==> src/rtl/rvbridge_pkg.sv <==
// ---------------------------------------------------------------------------
// rvbridge_pkg
//   Definitions shared by the rvbridge encoder and decoder:
//   - Avalon-ST Video packet type codes carried in the header nibble
//   - decoder state encoding
//   - number of beats a control packet occupies for a given plane count
// ---------------------------------------------------------------------------
package rvbridge_pkg;

    localparam logic [3:0] PKT_VIDEO    = 4'h0;
    localparam logic [3:0] PKT_CTRL     = 4'hF;

    // A control packet body carries nine nibbles: four width, four height
    // and one interlace nibble.
    localparam int         CTRL_NIBBLES = 9;

    typedef enum logic [1:0] {
        ST_IDLE    = 2'd0,
        ST_CTRL    = 2'd1,
        ST_VIDEO   = 2'd2,
        ST_DISCARD = 2'd3
    } state_t;

    // Body beats needed to hold all control nibbles: 9, 5 or 3 for
    // one, two or three planes.
    function automatic int ctrl_beats(input int planes);
        return (CTRL_NIBBLES + planes - 1) / planes;
    endfunction

endpackage

==> src/rtl/rvbridge_ctrl_parse.sv <==
// ---------------------------------------------------------------------------
// rvbridge_ctrl_parse
//   Collects the nine nibbles of a control packet body and commits them as
//   width/height/interlace when the packet ends with all beats present.
//
// Ports:
//   clk, rst_n     clock, synchronous active-low reset
//   i_beat         body beat data
//   i_accept       a body beat (non-SOP) of a control packet is accepted
//   i_eop          the accepted beat is the last of the packet
//   i_start        a control header was accepted; restart collection
//   o_width        committed width   {n0,n1,n2,n3}
//   o_height       committed height  {n4,n5,n6,n7}
//   o_interlaced   committed interlace nibble n8
//   o_update       one-cycle pulse after a commit
//   o_valid        sticky, set by the first commit
//   o_short_err    one-cycle pulse when a packet ended too early
// ---------------------------------------------------------------------------
module rvbridge_ctrl_parse
    import rvbridge_pkg::*;
#(
    parameter int DATA_WIDTH  = 8,
    parameter int DATA_BITS   = 8,
    parameter int DATA_PLANES = 1
) (
    input  logic                  clk,
    input  logic                  rst_n,
    input  logic [DATA_WIDTH-1:0] i_beat,
    input  logic                  i_accept,
    input  logic                  i_eop,
    input  logic                  i_start,
    output logic [15:0]           o_width,
    output logic [15:0]           o_height,
    output logic [3:0]            o_interlaced,
    output logic                  o_update,
    output logic                  o_valid,
    output logic                  o_short_err
);

    localparam int NBEATS = ctrl_beats(DATA_PLANES);

    logic [3:0]  r_beat_cnt;
    logic [3:0]  r_nib [CTRL_NIBBLES];
    logic [15:0] r_width;
    logic [15:0] r_height;
    logic [3:0]  r_interlaced;
    logic        r_update;
    logic        r_valid;
    logic        r_short_err;

    logic [3:0]  w_nib [CTRL_NIBBLES];
    logic        w_complete;
    logic        w_unused_beat;

    // Only the low nibble of each plane carries control data.
    assign w_unused_beat = &{1'b0, i_beat};

    // Nibble view including the beat being accepted this cycle, so the
    // commit on the EOP beat sees that beat's nibbles too. Nibble k lives
    // in body beat k/DATA_PLANES, plane k%DATA_PLANES.
    // NOTE: every always_comb output gets a default first so no path leaves
    // it unassigned; otherwise a latch is inferred.
    always_comb begin
        for (int k = 0; k < CTRL_NIBBLES; k++) begin
            w_nib[k] = r_nib[k];
            if (i_accept && (r_beat_cnt == 4'(k / DATA_PLANES)))
                w_nib[k] = i_beat[(k % DATA_PLANES)*DATA_BITS +: 4];
        end
    end

    // Counter saturates at NBEATS, so any count here includes this beat.
    assign w_complete = (5'(r_beat_cnt) + 5'd1) >= 5'(NBEATS);

    // NOTE: sequential state is written with non-blocking assignments only,
    // so every register samples pre-edge values regardless of block order.
    always_ff @(posedge clk) begin
        if (!rst_n) begin
            r_beat_cnt   <= '0;
            // NOTE: the nibble store is a handful of flops, not a RAM, so it
            // is cleared by reset like any other register.
            for (int k = 0; k < CTRL_NIBBLES; k++) r_nib[k] <= '0;
            r_width      <= '0;
            r_height     <= '0;
            r_interlaced <= '0;
            r_update     <= 1'b0;
            r_valid      <= 1'b0;
            r_short_err  <= 1'b0;
        end else begin
            r_update    <= 1'b0;
            r_short_err <= 1'b0;
            if (i_start) begin
                r_beat_cnt <= '0;
                for (int k = 0; k < CTRL_NIBBLES; k++) r_nib[k] <= '0;
            end else if (i_accept) begin
                for (int k = 0; k < CTRL_NIBBLES; k++) r_nib[k] <= w_nib[k];
                if (r_beat_cnt != 4'(NBEATS)) r_beat_cnt <= r_beat_cnt + 4'd1;
                if (i_eop) begin
                    r_beat_cnt <= '0;
                    if (w_complete) begin
                        r_width      <= {w_nib[0], w_nib[1], w_nib[2], w_nib[3]};
                        r_height     <= {w_nib[4], w_nib[5], w_nib[6], w_nib[7]};
                        r_interlaced <= w_nib[8];
                        r_update     <= 1'b1;
                        r_valid      <= 1'b1;
                    end else begin
                        r_short_err  <= 1'b1;
                    end
                end
            end
        end
    end

    assign o_width      = r_width;
    assign o_height     = r_height;
    assign o_interlaced = r_interlaced;
    assign o_update     = r_update;
    assign o_valid      = r_valid;
    assign o_short_err  = r_short_err;

endmodule

==> src/rtl/rvbridge_decode.sv <==
// ---------------------------------------------------------------------------
// rvbridge_decode
//   Avalon-ST Video to raw video bridge. Control packets (type 0xF) update
//   the video_* outputs; video packets (type 0x0) lose their header and are
//   passed through with zero latency; other packet types are dropped.
//
// Ports:
//   clk, rst_n                  clock, synchronous active-low reset
//   din_*                       Avalon-ST Video sink (data/valid/ready/SOP/EOP)
//   dout_*                      raw pixel source (data/valid/ready/SOP/EOP)
//   video_width/height          last committed frame size
//   video_interlaced            last committed interlace nibble
//   ctrl_update                 one-cycle pulse on a commit
//   ctrl_valid                  sticky, a control packet has been committed
//   pkt_error                   one-cycle pulse on a protocol error
// ---------------------------------------------------------------------------
module rvbridge_decode
    import rvbridge_pkg::*;
#(
    parameter int DATA_WIDTH  = 8,
    parameter int DATA_BITS   = 8,
    parameter int DATA_PLANES = 1
) (
    input  logic                  clk,
    input  logic                  rst_n,
    input  logic [DATA_WIDTH-1:0] din_data,
    input  logic                  din_valid,
    output logic                  din_ready,
    input  logic                  din_startofpacket,
    input  logic                  din_endofpacket,
    output logic [DATA_WIDTH-1:0] dout_data,
    output logic                  dout_valid,
    input  logic                  dout_ready,
    output logic                  dout_startofpacket,
    output logic                  dout_endofpacket,
    output logic [15:0]           video_width,
    output logic [15:0]           video_height,
    output logic [3:0]            video_interlaced,
    output logic                  ctrl_update,
    output logic                  ctrl_valid,
    output logic                  pkt_error
);

    state_t     r_state;
    logic       r_first_pix;
    logic       r_hdr_err;

    logic       w_accept;
    logic       w_hdr;
    logic [3:0] w_type;
    logic       w_ctrl_accept;
    logic       w_ctrl_start;
    logic       w_short_err;

    assign w_accept      = din_valid & din_ready;
    // Any accepted SOP beat is a header, whatever state we are in.
    assign w_hdr         = w_accept & din_startofpacket;
    assign w_type        = din_data[3:0];
    assign w_ctrl_start  = w_hdr & (w_type == PKT_CTRL);
    assign w_ctrl_accept = w_accept & ~din_startofpacket & (r_state == ST_CTRL);

    // Handshake and output qualification. An SOP beat seen in VIDEO is a
    // new header: it is taken regardless of dout_ready and never shown
    // downstream.
    assign dout_data = din_data;

    always_comb begin
        din_ready          = 1'b1;
        dout_valid         = 1'b0;
        dout_startofpacket = 1'b0;
        dout_endofpacket   = 1'b0;
        if (r_state == ST_VIDEO) begin
            din_ready          = din_startofpacket ? 1'b1 : dout_ready;
            dout_valid         = din_valid & ~din_startofpacket;
            dout_startofpacket = dout_valid & r_first_pix;
            dout_endofpacket   = dout_valid & din_endofpacket;
        end
    end

    always_ff @(posedge clk) begin
        if (!rst_n) begin
            r_state     <= ST_IDLE;
            r_first_pix <= 1'b0;
            r_hdr_err   <= 1'b0;
        end else begin
            r_hdr_err <= 1'b0;
            if (w_hdr) begin
                // Header mid-packet aborts the old packet; a control header
                // that is also its own EOP carries no body.
                r_hdr_err   <= (r_state != ST_IDLE) ||
                               ((w_type == PKT_CTRL) && din_endofpacket);
                r_first_pix <= (w_type == PKT_VIDEO) && !din_endofpacket;
                if (din_endofpacket)
                    r_state <= ST_IDLE;
                else if (w_type == PKT_CTRL)
                    r_state <= ST_CTRL;
                else if (w_type == PKT_VIDEO)
                    r_state <= ST_VIDEO;
                else
                    r_state <= ST_DISCARD;
            end else if (w_accept) begin
                case (r_state)
                    ST_IDLE: ;  // stray non-SOP beats are dropped
                    ST_VIDEO: begin
                        r_first_pix <= 1'b0;
                        if (din_endofpacket) r_state <= ST_IDLE;
                    end
                    ST_CTRL, ST_DISCARD: begin
                        if (din_endofpacket) r_state <= ST_IDLE;
                    end
                    default: r_state <= ST_IDLE;
                endcase
            end
        end
    end

    rvbridge_ctrl_parse #(
        .DATA_WIDTH  (DATA_WIDTH),
        .DATA_BITS   (DATA_BITS),
        .DATA_PLANES (DATA_PLANES)
    ) u_ctrl_parse (
        .clk          (clk),
        .rst_n        (rst_n),
        .i_beat       (din_data),
        .i_accept     (w_ctrl_accept),
        .i_eop        (din_endofpacket),
        .i_start      (w_ctrl_start),
        .o_width      (video_width),
        .o_height     (video_height),
        .o_interlaced (video_interlaced),
        .o_update     (ctrl_update),
        .o_valid      (ctrl_valid),
        .o_short_err  (w_short_err)
    );

    // Both sources are registered pulses and cannot coincide: one needs an
    // SOP beat, the other a non-SOP EOP beat.
    assign pkt_error = r_hdr_err | w_short_err;

endmodule
==> config.mk <==
export PLATFORM = sky130hd
export DESIGN_NAME = rvbridge_decode
export DESIGN_NICKNAME = d
export VERILOG_FILES = /design/src/rtl/rvbridge_pkg.sv /design/src/rtl/rvbridge_ctrl_parse.sv /design/src/rtl/rvbridge_decode.sv
export SDC_FILE = /design/constraint.sdc
export NUM_CORES = 1
export LEC_CHECK = 0
export CORE_MARGIN = 2
export CORE_UTILIZATION = 35
export CTS_CLUSTER_DIAMETER = 50
export DETAILED_ROUTE_END_ITERATION = 10
export PLACE_DENSITY_LB_ADDON = 0.05
export SYNTH_ARGS = -nofsm -noshare
export SYNTH_HDL_FRONTEND = slang
export SYNTH_HIERARCHICAL = 1
export SYNTH_SLANG_ARGS = --single-unit
==> constraint.sdc <==
create_clock -name clk -period 2.75 [get_ports clk]
set_input_delay 0.275 -clock clk [delete_from_list [all_inputs] [get_ports clk]]
set_output_delay 0.275 -clock clk [all_outputs]
set_load 0.02 [all_outputs]
After elaboration in Yosys (flattened, before gate mapping)
Memory sizes are Yosys's and may differ from the RTL's.
Index checks and enable logic that the tools add are counted.
- memory bits (writable): 36
- output and inout bits: 51
- memories: 1
- flip-flop bits (word level): 47
- input bits: 14
- word-level logic and storage cells: 142
- memories (name ; depth ; bits a word ; rd ports ; clocked after Yosys merged registers in ; write ports ; line ; source):
    u_ctrl_parse.r_nib ; 9 ; 4 ; 9 ; 0 ; 9 ; rvbridge_ctrl_parse.sv:43 ; logic [3:0] r_nib [CTRL_NIBBLES];
- reductions and logical operators: 29
- eq/ne operators: 13
- bitwise logic cells: 32
- multiplexer cells: 54
- add/sub/neg operators: 2
- magnitude comparators: 1
- operator list (kind ; count):
    2-to-1 mux 4 bit ; 29
    2-to-1 mux 1 bit ; 19
    OR 1 bit ; 19
    == test 4 x 3 -> 1 bit, second input constant ; 4
    2-to-1 mux 2 bit ; 6
    nonzero test 2 bit ; 6
    logical AND 1 bit ; 11
    bitwise AND 1 bit ; 8
    == test 4 x 2 -> 1 bit, second input constant ; 2
    == test 4 bit, second input constant ; 2
    zero test 4 bit ; 2
    AND reduction 2 bit ; 3
    adder 4 x 1 -> 5 bit, second input constant ; 1
    >= comparator 5 x 4 -> 1 bit, second input constant ; 1
    NOT 1 bit ; 5
    adder 4 x 1 -> 4 bit, second input constant ; 1
    == test 2 bit, second input constant ; 2
    == test 4 x 1 -> 1 bit, second input constant ; 1
    inequality test 4 bit, second input constant ; 1
    AND reduction 4 bit ; 1
    OR reduction 4 bit ; 1
    AND reduction 3 bit ; 1
    OR reduction 3 bit ; 1
    == test 2 x 1 -> 1 bit, second input constant ; 1
    other kinds (3) ; 3

Logic depth before layout (Yosys ltp)
Gate-level depths: netlist of the first run.
- word-level depth: 10
- depth in mapped cells: 7
- gate-level depth less buffers: 6

Hierarchy
The synthesis of the first run kept the hierarchy.
- modules (own cells, without submodules) (module ; seq. area each (sq um) ; times used ; cells each ; area each (sq um)):
    rvbridge_ctrl_parse ; 1941.9 ; 1 ; 302 ; 3497.1
    rvbridge_decode ; 80.1 ; 1 ; 40 ; 322.8

Worst setup path after synthesis of the first run
No wires, ideal clock.
- kind: flip-flop to flip-flop
- start: register r_state[1]
- end: memory u_ctrl_parse.r_nib[0][0], enable pin
- stages on the path, launching flop included: 5
- buffers on the path: 2
- data arrival time: 1.533 ns
- period minus slack after synthesis: 1.910 ns
- slack: 0.840 ns
- setup time: 0.377 ns
- data required time: 2.373 ns
- cell sequence: dfxtp_1 -> and4bb_1 -> buf_2 -> clkbuf_1 -> or2_2
- RTL lines (what ; line ; source):
    start, declared ; rvbridge_decode.sv:44 ; state_t r_state;
    start signal, assigned ; rvbridge_decode.sv:82 ; r_state <= ST_IDLE;
    start signal, assigned ; rvbridge_decode.sv:94 ; r_state <= ST_IDLE;
    start signal, assigned ; rvbridge_decode.sv:96 ; r_state <= ST_CTRL;
    end, declared ; rvbridge_ctrl_parse.sv:43 ;

Worst setup path in the final report of the first run
- start: register u_ctrl_parse.r_beat_cnt[0]
- end: register u_ctrl_parse.r_short_err, in the netlist u_ctrl_parse/o_short_err
- longest elaborated chain between the ends: 3
- RTL lines (what ; line ; source):
    start, declared ; rvbridge_ctrl_parse.sv:42 ; logic [3:0] r_beat_cnt;
    start signal, assigned ; rvbridge_ctrl_parse.sv:96 ; if (r_beat_cnt != 4'(NBEATS)) r_beat_cnt <= r_beat_cnt + 4'd1;
    adder 4 x 1 -> 5 bit ; rvbridge_ctrl_parse.sv:72 ; assign w_complete = (5'(r_beat_cnt) + 5'd1) >= 5'(NBEATS);
    >= comparator 5 x 4 -> 1 bit ; rvbridge_ctrl_parse.sv:72 ;
    2-to-1 mux 1 bit ; rvbridge_ctrl_parse.sv:99 ; if (w_complete) begin
    end signal, assigned ; rvbridge_ctrl_parse.sv:87 ; r_short_err <= 1'b0;
    end signal, assigned ; rvbridge_ctrl_parse.sv:90 ; r_short_err <= 1'b0;
    end signal, assigned ; rvbridge_ctrl_parse.sv:106 ; r_short_err <= 1'b1;
    end, declared ; rvbridge_ctrl_parse.sv:49 ; logic r_short_err;
Every way passes these cells.
A chain may end at the register's enable or synchronous reset.

==> qor.yml, run 1 <==
fp.dieW_um: 108
yosys_warnings: 6
synth_cells: 342
clockBufferDepth: 2
synthMuxAreaShare_pct: 9.70
path_buf_inv: 1
drcViolationCount: 0
synthTopCellsByArea: "edfxtp_1 (28%), dfxtp_1 (25%), mux2i_1 (9.7%)"
nets: 411
grt_max_degree: 37
ys_seq_area_share_pct: 52.9
vias: 2788
startpoint: "u_ctrl_parse/r_beat_cnt[0]$_SDFFE_PP0P_"
place_area_um2: 4570
power.density_nw_per_um2: 493
yosysMostFrequentCell: "dfxtp_1"
synth-async-reset-ratio_pct: 0
crit_fanout: 10
ff2ff_setup_slack_ns: 0.49
postRouteAntennaNets: 0
r2r-start: "u_ctrl_parse/r_beat_cnt[0]$_SDFFE_PP0P_"
core_um2: 10700
ctsRootBufferMaster: "clkbuf_8"
post_cts_buffers: 0
syn-cell-area_um2: 3820
vias_per_cell: 5.18
wl_mm: 8.88
crit_slowest_cell: "a31o_1"
cts_buffers: 9
cp-start-kind: "flop"
grt_pass1_vias: 2652
worst_r2r_path_depth: 6
hold_ws_ns: 0.470
instances_no_fill: 538
holdPathEnd: "u_ctrl_parse/o_valid$_SDFFE_PN0P_"
grt_pass1_wl_mm: 14.0
holdPathStages: 1
yosys_most_used_dff: "dfxtp_1"
setup_violations: 0
seqPwrFrac_pct: 55.8
fin_crit_sh_pct: 82.0
rr_endpoint: "u_ctrl_parse/o_short_err$_SDFF_PP0_"
endpoint_kind: "flop"
synth_fa_ha_area_share_pct: 1.31
finalHoldViolCount: 0
post_route_cells_drive_above_1_share_pct: 12.6
peakVddDrop_uv: 192
grtUsageTotal_pct: 15.7
slew_viol_final: 0
pwr-share-comb_pct: 5.4
num_rows: 38
ys_top_cells_by_count: "dfxtp_1 (47), nor2_1 (44), nand2_1 (43)"
syn_avg_cell_area_um2: 11.2
dp.cells: 522
synth_top_family_by_area: "simple AND/OR/NAND/NOR gates"
area_growth_syn_to_layout_pct: 25.1
drt-wirelength-per-cell_um: 16.5
worstMarginPinSlew_ns: 0.506
clk_pin_slew_ns: 0.09
rsz0062_at_grt: "false"
cts.hold.buffers_added: 0
arrival_ns: 2.53
status: "completed"
start_util_pct: 35.5
synth_edf_count: 36
first_pass_iters: 5
globalplace.congestion: 0.813
fmax_ghz: 0.443
hpwl_mm: 5.66
cts_max_level: 3
ys_ff_latch: 83
die_y_um: 108
grt_overflow: 0
required_ns: 3.02
p_total_w: 0.00236
intPower_w: 0.00181
crit_path_max_incr_delay_ns: 0.48
cts_resized: 0
min_period_ns: 2.26
dieArea_um2: 11800
cp_top_family: "compound AO/OA/AOI/OAI gates"
p_sw_share_pct: 23.2
min-delay-path-class: "reg2reg"
antenna-diode-count: 0
slew-limit-headroom_pct: 66.2
antenna_found_initial: 0
yosys.area_share.simple_pct: 16.0
synthXorXnorAreaFrac_pct: 0
setup_tns_ns: 0
ys_types: 47
max-cap-violations: 0
clk_latency_ns: 0.36
crit_type: "reg2reg"
syn-num-nets: 360
synth-compound-area-share_pct: 14.3
io_buffers: 56
power.leakage_nw: 1.70
skew_ns: 0.0111
p_sw_w: 0.000547
drt_iter0_markers: 105
hold_path_startpoint: "u_ctrl_parse/o_valid$_SDFFE_PN0P_"
cts_sinks: 83
cp_cell_sequence: "ha_1 > nand2b_1 > mux2i_1 > a31o_1 > buf_4 > nor3b_1"
synth_area_leader_cell: "edfxtp_1"
finalInstanceArea_um2: 4780
power.clock.fraction_pct: 38.8
cts_tree: "yes"
n_fill_cell: 1080
io_pins: 65
synth.top_cell.area_share_pct: 28.3
metrics by stage:
stage	worst slack [ns]	utilization, %
global placement	0.276	42.5
CTS	0.483	44.5
finish	0.495	44.5
global route	0.272	44.5
detailed placement	0.270	42.5
floorplan	0.840	-
logic make-up after synthesis:
family | after synthesis
AND/OR/NAND/NOR | 121
multiplexers | 37
flip-flops | 83
buffers and inverters | 42
AO/OA/AOI/OAI | 55
adder cells (fa/ha/maj) | 4
registers in the layout, summed over array words and instances (netlist names):
name / cells
u_ctrl_parse/r_nib: 36
u_ctrl_parse/o_height: 16
u_ctrl_parse/o_width: 16
u_ctrl_parse/o_interlaced: 4
u_ctrl_parse/r_beat_cnt: 4
r_state: 2
r_first_pix: 1
r_hdr_err: 1
u_ctrl_parse/o_short_err: 1
u_ctrl_parse/o_update: 1
u_ctrl_parse/o_valid: 1
power by group through the flow:
stage               Sequential (W)  Clock [W]  Combinational, W
floorplan                  0.00134          0         0.0000793
global placement           0.00134          0          0.000130
detailed placement         0.00134          0          0.000130
CTS                        0.00131   0.000951          0.000131
global route               0.00132   0.000994          0.000141
finish                     0.00131   0.000914          0.000128
worst max path at each step:
stage                                        endpoint  slack [ns]  cells after the start
2_1_floorplan  u_ctrl_parse/r_nib[0][0]$_SDFFCE_PN0P_        0.84                      4
3_3_place_gp     u_ctrl_parse/o_width[3]$_SDFFE_PN0P_        0.28                      7
3_5_place_dp     u_ctrl_parse/o_width[8]$_SDFFE_PN0P_        0.27                      7
4_1_cts           u_ctrl_parse/o_short_err$_SDFF_PP0_        0.48                      6
5_1_grt           u_ctrl_parse/o_short_err$_SDFF_PP0_        0.27                      6
6_report          u_ctrl_parse/o_short_err$_SDFF_PP0_        0.49                      6
cell type report:
type                    count  area (µm²)  share of cell area, %
clock inverters             6        72.6                   1.52
flip-flops and latches     83        2020                   42.3
clock buffers              10         138                   2.88
well taps                 140         175                   3.67
multi-input cells         217        1580                   33.1
inverters                   4        15.0                  0.314
repair buffers             78         776                   16.2
per-layer routing:
| metal | GRT usage [%] | share of wire, % | up-vias |
|---|---|---|---|
| met5 | 0 | 0 | - |
| met4 | 5.49 | 1.4 | 0 |
| met3 | 2.83 | 3.5 | 13 |
| met2 | 24.5 | 45 | 62 |
| met1 | 21.8 | 50 | 1366 |
| li1 | - | - | 1347 |
cells in the final DEF (no fill, tap or decap), drive strengths merged, types with 2 or more instances in the layout:
master         netlist  final
ha                   4      4
mux2i               37     37
clkinv               0      3
o21ai                5      5
nor2                44     44
and4bb               2      2
nand3b               3      3
nor4bb               3      3
a21oi                4      4
and2                 2      2
dfxtp               47     47
buf                 16     22
clkbuf              22     10
a21boi               3      3
nand4b               5      5
clkdlybuf4s50        0     56
o221a               36     36
or2                  3      3
nor3b                2      2
nand2b               4      4
nand2               43     43
inv                  4      5
o211ai               2      2
and3                 2      2
edfxtp              36     36
Note: power is estimated with default switching activity, not from simulation.
==> inputs of run 2 (changes only) <==
==> constraint.sdc (replaced) <==
create_clock -name clk -period 1.8 [get_ports clk]
set_input_delay 0.18 -clock clk [delete_from_list [all_inputs] [get_ports clk]]
set_output_delay 0.18 -clock clk [all_outputs]
set_load 0.02 [all_outputs]
==> run 2 against run 1 <==
  * The run now ends with negative setup slack left
  * Die area did not move
  * Clock power rose by 51%
  * Register-to-register slack got worse by 0.56 ns
  * Final cell count rose by 5.2%
  * Hold slack got worse by 0.11 ns
  * First-iteration DRC count rose by 25%
  * Sequential power rose by 53%
  * Fmax rose by 21%
  * Clock skew fell by 0.0018 ns
  * Flip-flop and latch count did not move
  * Combinational power rose by 80%
  * Critical endpoint is now u_ctrl_parse/o_width[1]$_SDFFE_PN0P_
  * Largest cell class unchanged
  * Largest power group unchanged
==> qor.yml, run 2 (synthesis gave the netlist of run 1 again) <==
violations: "negative setup slack"
required_ns: 2.05
cts_buffers: 9
top_layer: "met4"
layout_common_cells: "clkdlybuf4s50_1 (52), nand2_1 (42), nor2_1 (42), dfxtp_1 (42), edfxtp_1 (36)"
nets: 439
setup_violations: 36
max-cap-violations: 0
final_common_cell: "clkdlybuf4s50_1"
cp-start-kind: "flop"
clk_latency_ns: 0.35
io_pins: 65
worstMarginPinSlew_ns: 0.313
postRouteAntennaNets: 0
drt_iter0_markers: 131
drt-wirelength-per-cell_um: 17.5
grtUsageTotal_pct: 16.5
largest_reg_flops: 36
wl_met1_mm: 4.94
peakVddDrop_uv: 287
cpMostUsedCell: "buf_6"
path_buf_inv: 2
crit_fanout: 9
power.leakage_nw: 1.88
rsz0062_at_grt: "true"
holdPathEnd: "dout_data[4]"
post_route_cells_drive_above_1_share_pct: 23.9
met2RoutedLength_mm: 4.52
io_buffers: 56
cts_sinks: 83
holdPathStages: 0
first_pass_iters: 4
die_y_um: 108
grt_pass1_vias: 2827
wl_met3_um: 355
core_um2: 10700
grt_pass1_wl_mm: 14.9
power.density_nw_per_um2: 695
drcViolationCount: 0
status: "finished, violations left"
cts_tree: "yes"
rr_endpoint: "u_ctrl_parse/o_width[1]$_SDFFE_PN0P_"
vias: 2855
hold_ws_ns: 0.360
min-delay-path-class: "in2out"
setup_tns_ns: -1.05
r2r-start: "r_state[1]$_SDFFE_PN0P_"
worst_slack_ns: -0.0618
num_rows: 38
min_period_ns: 1.86
wl_mm: 9.89
cp_top_family: "simple AND/OR/NAND/NOR gates"
slew-limit-headroom_pct: 78.5
hold_path_startpoint: "din_data[4]"
worst_r2r_path_depth: 7
globalplace.congestion: 0.825
cp_cell_sequence: "and4bb_1 > buf_6 > nor4bb_4 > buf_6 > mux2i_2 > nand2_1 > o221a_1"
endpoint_kind: "flop"
slew_viol_final: 0
ff2ff_setup_slack_ns: -0.06
crit_path_max_incr_delay_ns: 0.32
area_growth_syn_to_layout_pct: 36.1
cts.hold.buffers_added: 0
finalHoldViolCount: 0
antenna_found_initial: 0
start_util_pct: 35.5
pre_cts_ws_ns: -0.464
cts_max_level: 3
clk_pin_slew_ns: 0.09
crit_type: "reg2reg"
arrival_ns: 2.11
fmax_ghz: 0.537
grt_overflow: 0
fp.dieW_um: 108
clockBufferDepth: 2
dieArea_um2: 11800
skew_ns: 0.00935
final_util_pct: 48.4
ctsRootBufferMaster: "clkbuf_8"
vias_per_cell: 5.04
antenna-diode-count: 0
regMostFlops: "u_ctrl_parse/r_nib"
fin_crit_sh_pct: 103
hpwl_mm: 5.97
crit_slowest_cell: "dfxtp_2"
grt_max_degree: 33
==> run 2: power breakdown <==
part           switching [W]  internal (W)
logic               0.000130     0.0000997
clock network       0.000707      0.000668
registers          0.0000121       0.00200
total               0.000850       0.00276
==> run 2: final cells by class <==
cell class	instances	area, µm²
Timing Repair Buffer	106	1070
Inverter	4	15.0
Multi-Input combinational cell	217	1700
Sequential cell	83	2030
Clock buffer	11	174
Fill cell	1011	5550
Tap cell	140	175
Clock inverter	5	31.3
==> run 2: how the worst max path moves through the flow <==
stage                                       start                                     end  slack [ns]  depth (start not counted)
after floorplan           r_state[1]$_SDFFE_PN0P_  u_ctrl_parse/o_height[15]$_SDFFE_PN0P_       0.003                          7
after global placement          din_startofpacket    u_ctrl_parse/o_width[1]$_SDFFE_PN0P_       -0.39                          8
after detailed placement        din_startofpacket    u_ctrl_parse/o_width[1]$_SDFFE_PN0P_       -0.46                          8
after CTS                 r_state[1]$_SDFFE_PN0P_    u_ctrl_parse/o_width[1]$_SDFFE_PN0P_       -0.06                          7
after global routing      r_state[1]$_SDFFE_PN0P_    u_ctrl_parse/o_width[1]$_SDFFE_PN0P_       -0.15                          7
final                     r_state[1]$_SDFFE_PN0P_    u_ctrl_parse/o_width[1]$_SDFFE_PN0P_       -0.06                          7
==> run 2: through the flow <==
step	cell area (µm²)	cells	power (W)
floorplan	3850	342	0.00217
global placement	4780	543	0.00227
detailed placement	4780	543	0.00227
CTS	5030	562	0.00364
global route	5200	566	0.00375
finish	5200	566	0.00361
==> run 2: worst register-to-register path, delay by kind of cell, from the launching register on <==
| kind | cells | cell delay [ns] |
|---|---|---|
| compound gates | 1 | 0.23 |
| buf+inv | 2 | 0.31 |
| flops | 1 | 0.32 |
| mux | 1 | 0.24 |
| simple gates | 3 | 0.65 |
==> run 2: what timing repair did <==
| action | CTS | global route |
|---|---|---|
| setup endpoints to repair | 44 | 52 |
| cloned | 0 | 3 |
| buffers inserted | 3 | 1 |
| resized for setup | 14 | 27 |
| pin swaps | 1 | 0 |
==> run 2: routing by layer <==
| layer | vias up | GRT usage [%] |
|---|---|---|
| met5 | - | 0 |
| met4 | 0 | 4.49 |
| met3 | 6 | 3.44 |
| met2 | 60 | 25.9 |
| met1 | 1383 | 23.1 |
| li1 | 1406 | - |
==> variant: new RTL, settings of run 2 <==
`DATA_WIDTH` is set to 8 in 2 places; all go to 9.
--- a/src/rtl/rvbridge_ctrl_parse.sv
+++ b/src/rtl/rvbridge_ctrl_parse.sv
@@ -19,7 +19,7 @@
 module rvbridge_ctrl_parse
     import rvbridge_pkg::*;
 #(
-    parameter int DATA_WIDTH  = 8,
+    parameter int DATA_WIDTH  = 9,
     parameter int DATA_BITS   = 8,
     parameter int DATA_PLANES = 1
 ) (
--- a/src/rtl/rvbridge_decode.sv
+++ b/src/rtl/rvbridge_decode.sv
@@ -17,7 +17,7 @@
 module rvbridge_decode
     import rvbridge_pkg::*;
 #(
-    parameter int DATA_WIDTH  = 8,
+    parameter int DATA_WIDTH  = 9,
     parameter int DATA_BITS   = 8,
     parameter int DATA_PLANES = 1
 ) (
Ports: changed (resized din_data and dout_data); port bits go from 65 to 67. No check against the original RTL was run, so the function may have changed too.
==> variant against run 2 <==
- the flow still finishes with violations (negative setup slack)
- design area hardly changed
- worst setup slack worse by 0.079 ns
- die area is 0.18% higher
- synthesized area is 0.20% higher
- total power is 3.6% lower
- sequential power hardly changed
- routed wire length is 3.6% lower
- maximum frequency is 4.1% lower
- sequential cell count stayed put
- critical path type unchanged
==> variant: results (changes against run 2) <==
Setup path
  • Cell family with most CP delay: buffers and inverters
  • CP max stage cell: dfxtp_2
  • Crit path DAT: 2.25 ns (+0.14 ns)
  • Reg2reg path depth: 9 (+2)
  • CP Capture Point: u_ctrl_parse/o_height[15]
  • Crit path max fanout: 8 (-1)

Yosys
  • Mux contribution to synthesized area: 0.0968 (-0.000190)
  • Post-synthesis xor/xnor area fraction: 0 (unchanged)
  • Top cells by area, synth: edfxtp_1 (28%), dfxtp_1 (25%), mux2i_1 (9.7%)
  • Compound-gate portion of the synthesized area: 0.143 (-0.000281)
  • Register area share after synthesis: 0.528 (-0.00104)
  • Avg Cell Area, Syn: 11.2 µm² (about the same)
  • Synth Net Count: 362 (+0.56%)

Power
  • IR drop worst, VDD: 0.310 mV (+8.1%)

Route
  • Detailed-route via count: 2874 (+0.67%)
  • Initial DRC Count: 154 (+18%)
  • Final WL: 9.53 mm (-3.6%)

Status
  • Status: finished, violations left
  • Failing checks: negative setup slack

Placement
  • Gp weighted congestion: 0.832 (+0.76%)
  • Placed cells: 540 (-0.55%)
  • Setup WS pre-CTS: -0.509 ns (-0.0448 ns)
  • Post-DP HPWL: 5.87 mm (-1.6%)
  • Dpl cell area: 4740 µm² (-0.73%)

STA
  • Actual slew at the worst max-slew pin: 0.432 ns (+0.119 ns)
  • Setup Skew: 0.0148 ns (+0.00549 ns)
  • Post-route setup TNS: -3.44 ns (-2.39 ns)
  • Final Setup Violations: 37 (+2.8%)
  • Worst Slack Setup Final: -0.141 ns (-0.0787 ns)

Global routing
  • Total track usage: 0.168 (+0.00294)
  • Pin count of the biggest net entering global routing: 42 (+27%)
  • First-pass GRT wire length: 15.0 mm (+0.60%)

CTS
  • H-tree levels: 3 (unchanged)

Finish
  • Filler cell count: 1050 (+3.9%)
  • Share of layout cells above drive strength 1: 0.254 (+0.0147)
  • Post-layout nets: 435 (-0.91%)
-- variant: changes by cell type after synthesis, sizes merged --
cell  delta
buf      +1
-- variant: power by group --
part / total, µW / switching, µW / internal, µW
registers: 2010 / 16.3 / 2000
logic: 241 / 134 / 108
clock network: 1230 / 714 / 515
total: 3480 / 864 / 2620
-- variant: routing by layer --
metal,track usage,up-vias,wire [µm]
met3,0.0356,9,397
li1,-,1399,-
met2,0.261,63,4560
met1,0.233,1403,4480
met4,0.0577,0,97
met5,0,-,0
-- variant: repair_timing --
action / CTS / global route
setup buffers: 1 / 2
pin swaps: 1 / 2
resized for setup: 18 / 50
setup endpoints to repair: 48 / 60
gates cloned: 0 / 2
-- variant: final cells by class --
class / instances / area, µm² / share of cell area
flip-flops and latches: 83 / 2030 / 0.390
multi-input cells: 217 / 1800 / 0.345
repair buffers: 101 / 1010 / 0.194
well taps: 140 / 175 / 0.0337
clock buffers: 10 / 128 / 0.0245
clock inverters: 6 / 47.5 / 0.00914
inverters: 4 / 15.0 / 0.00289
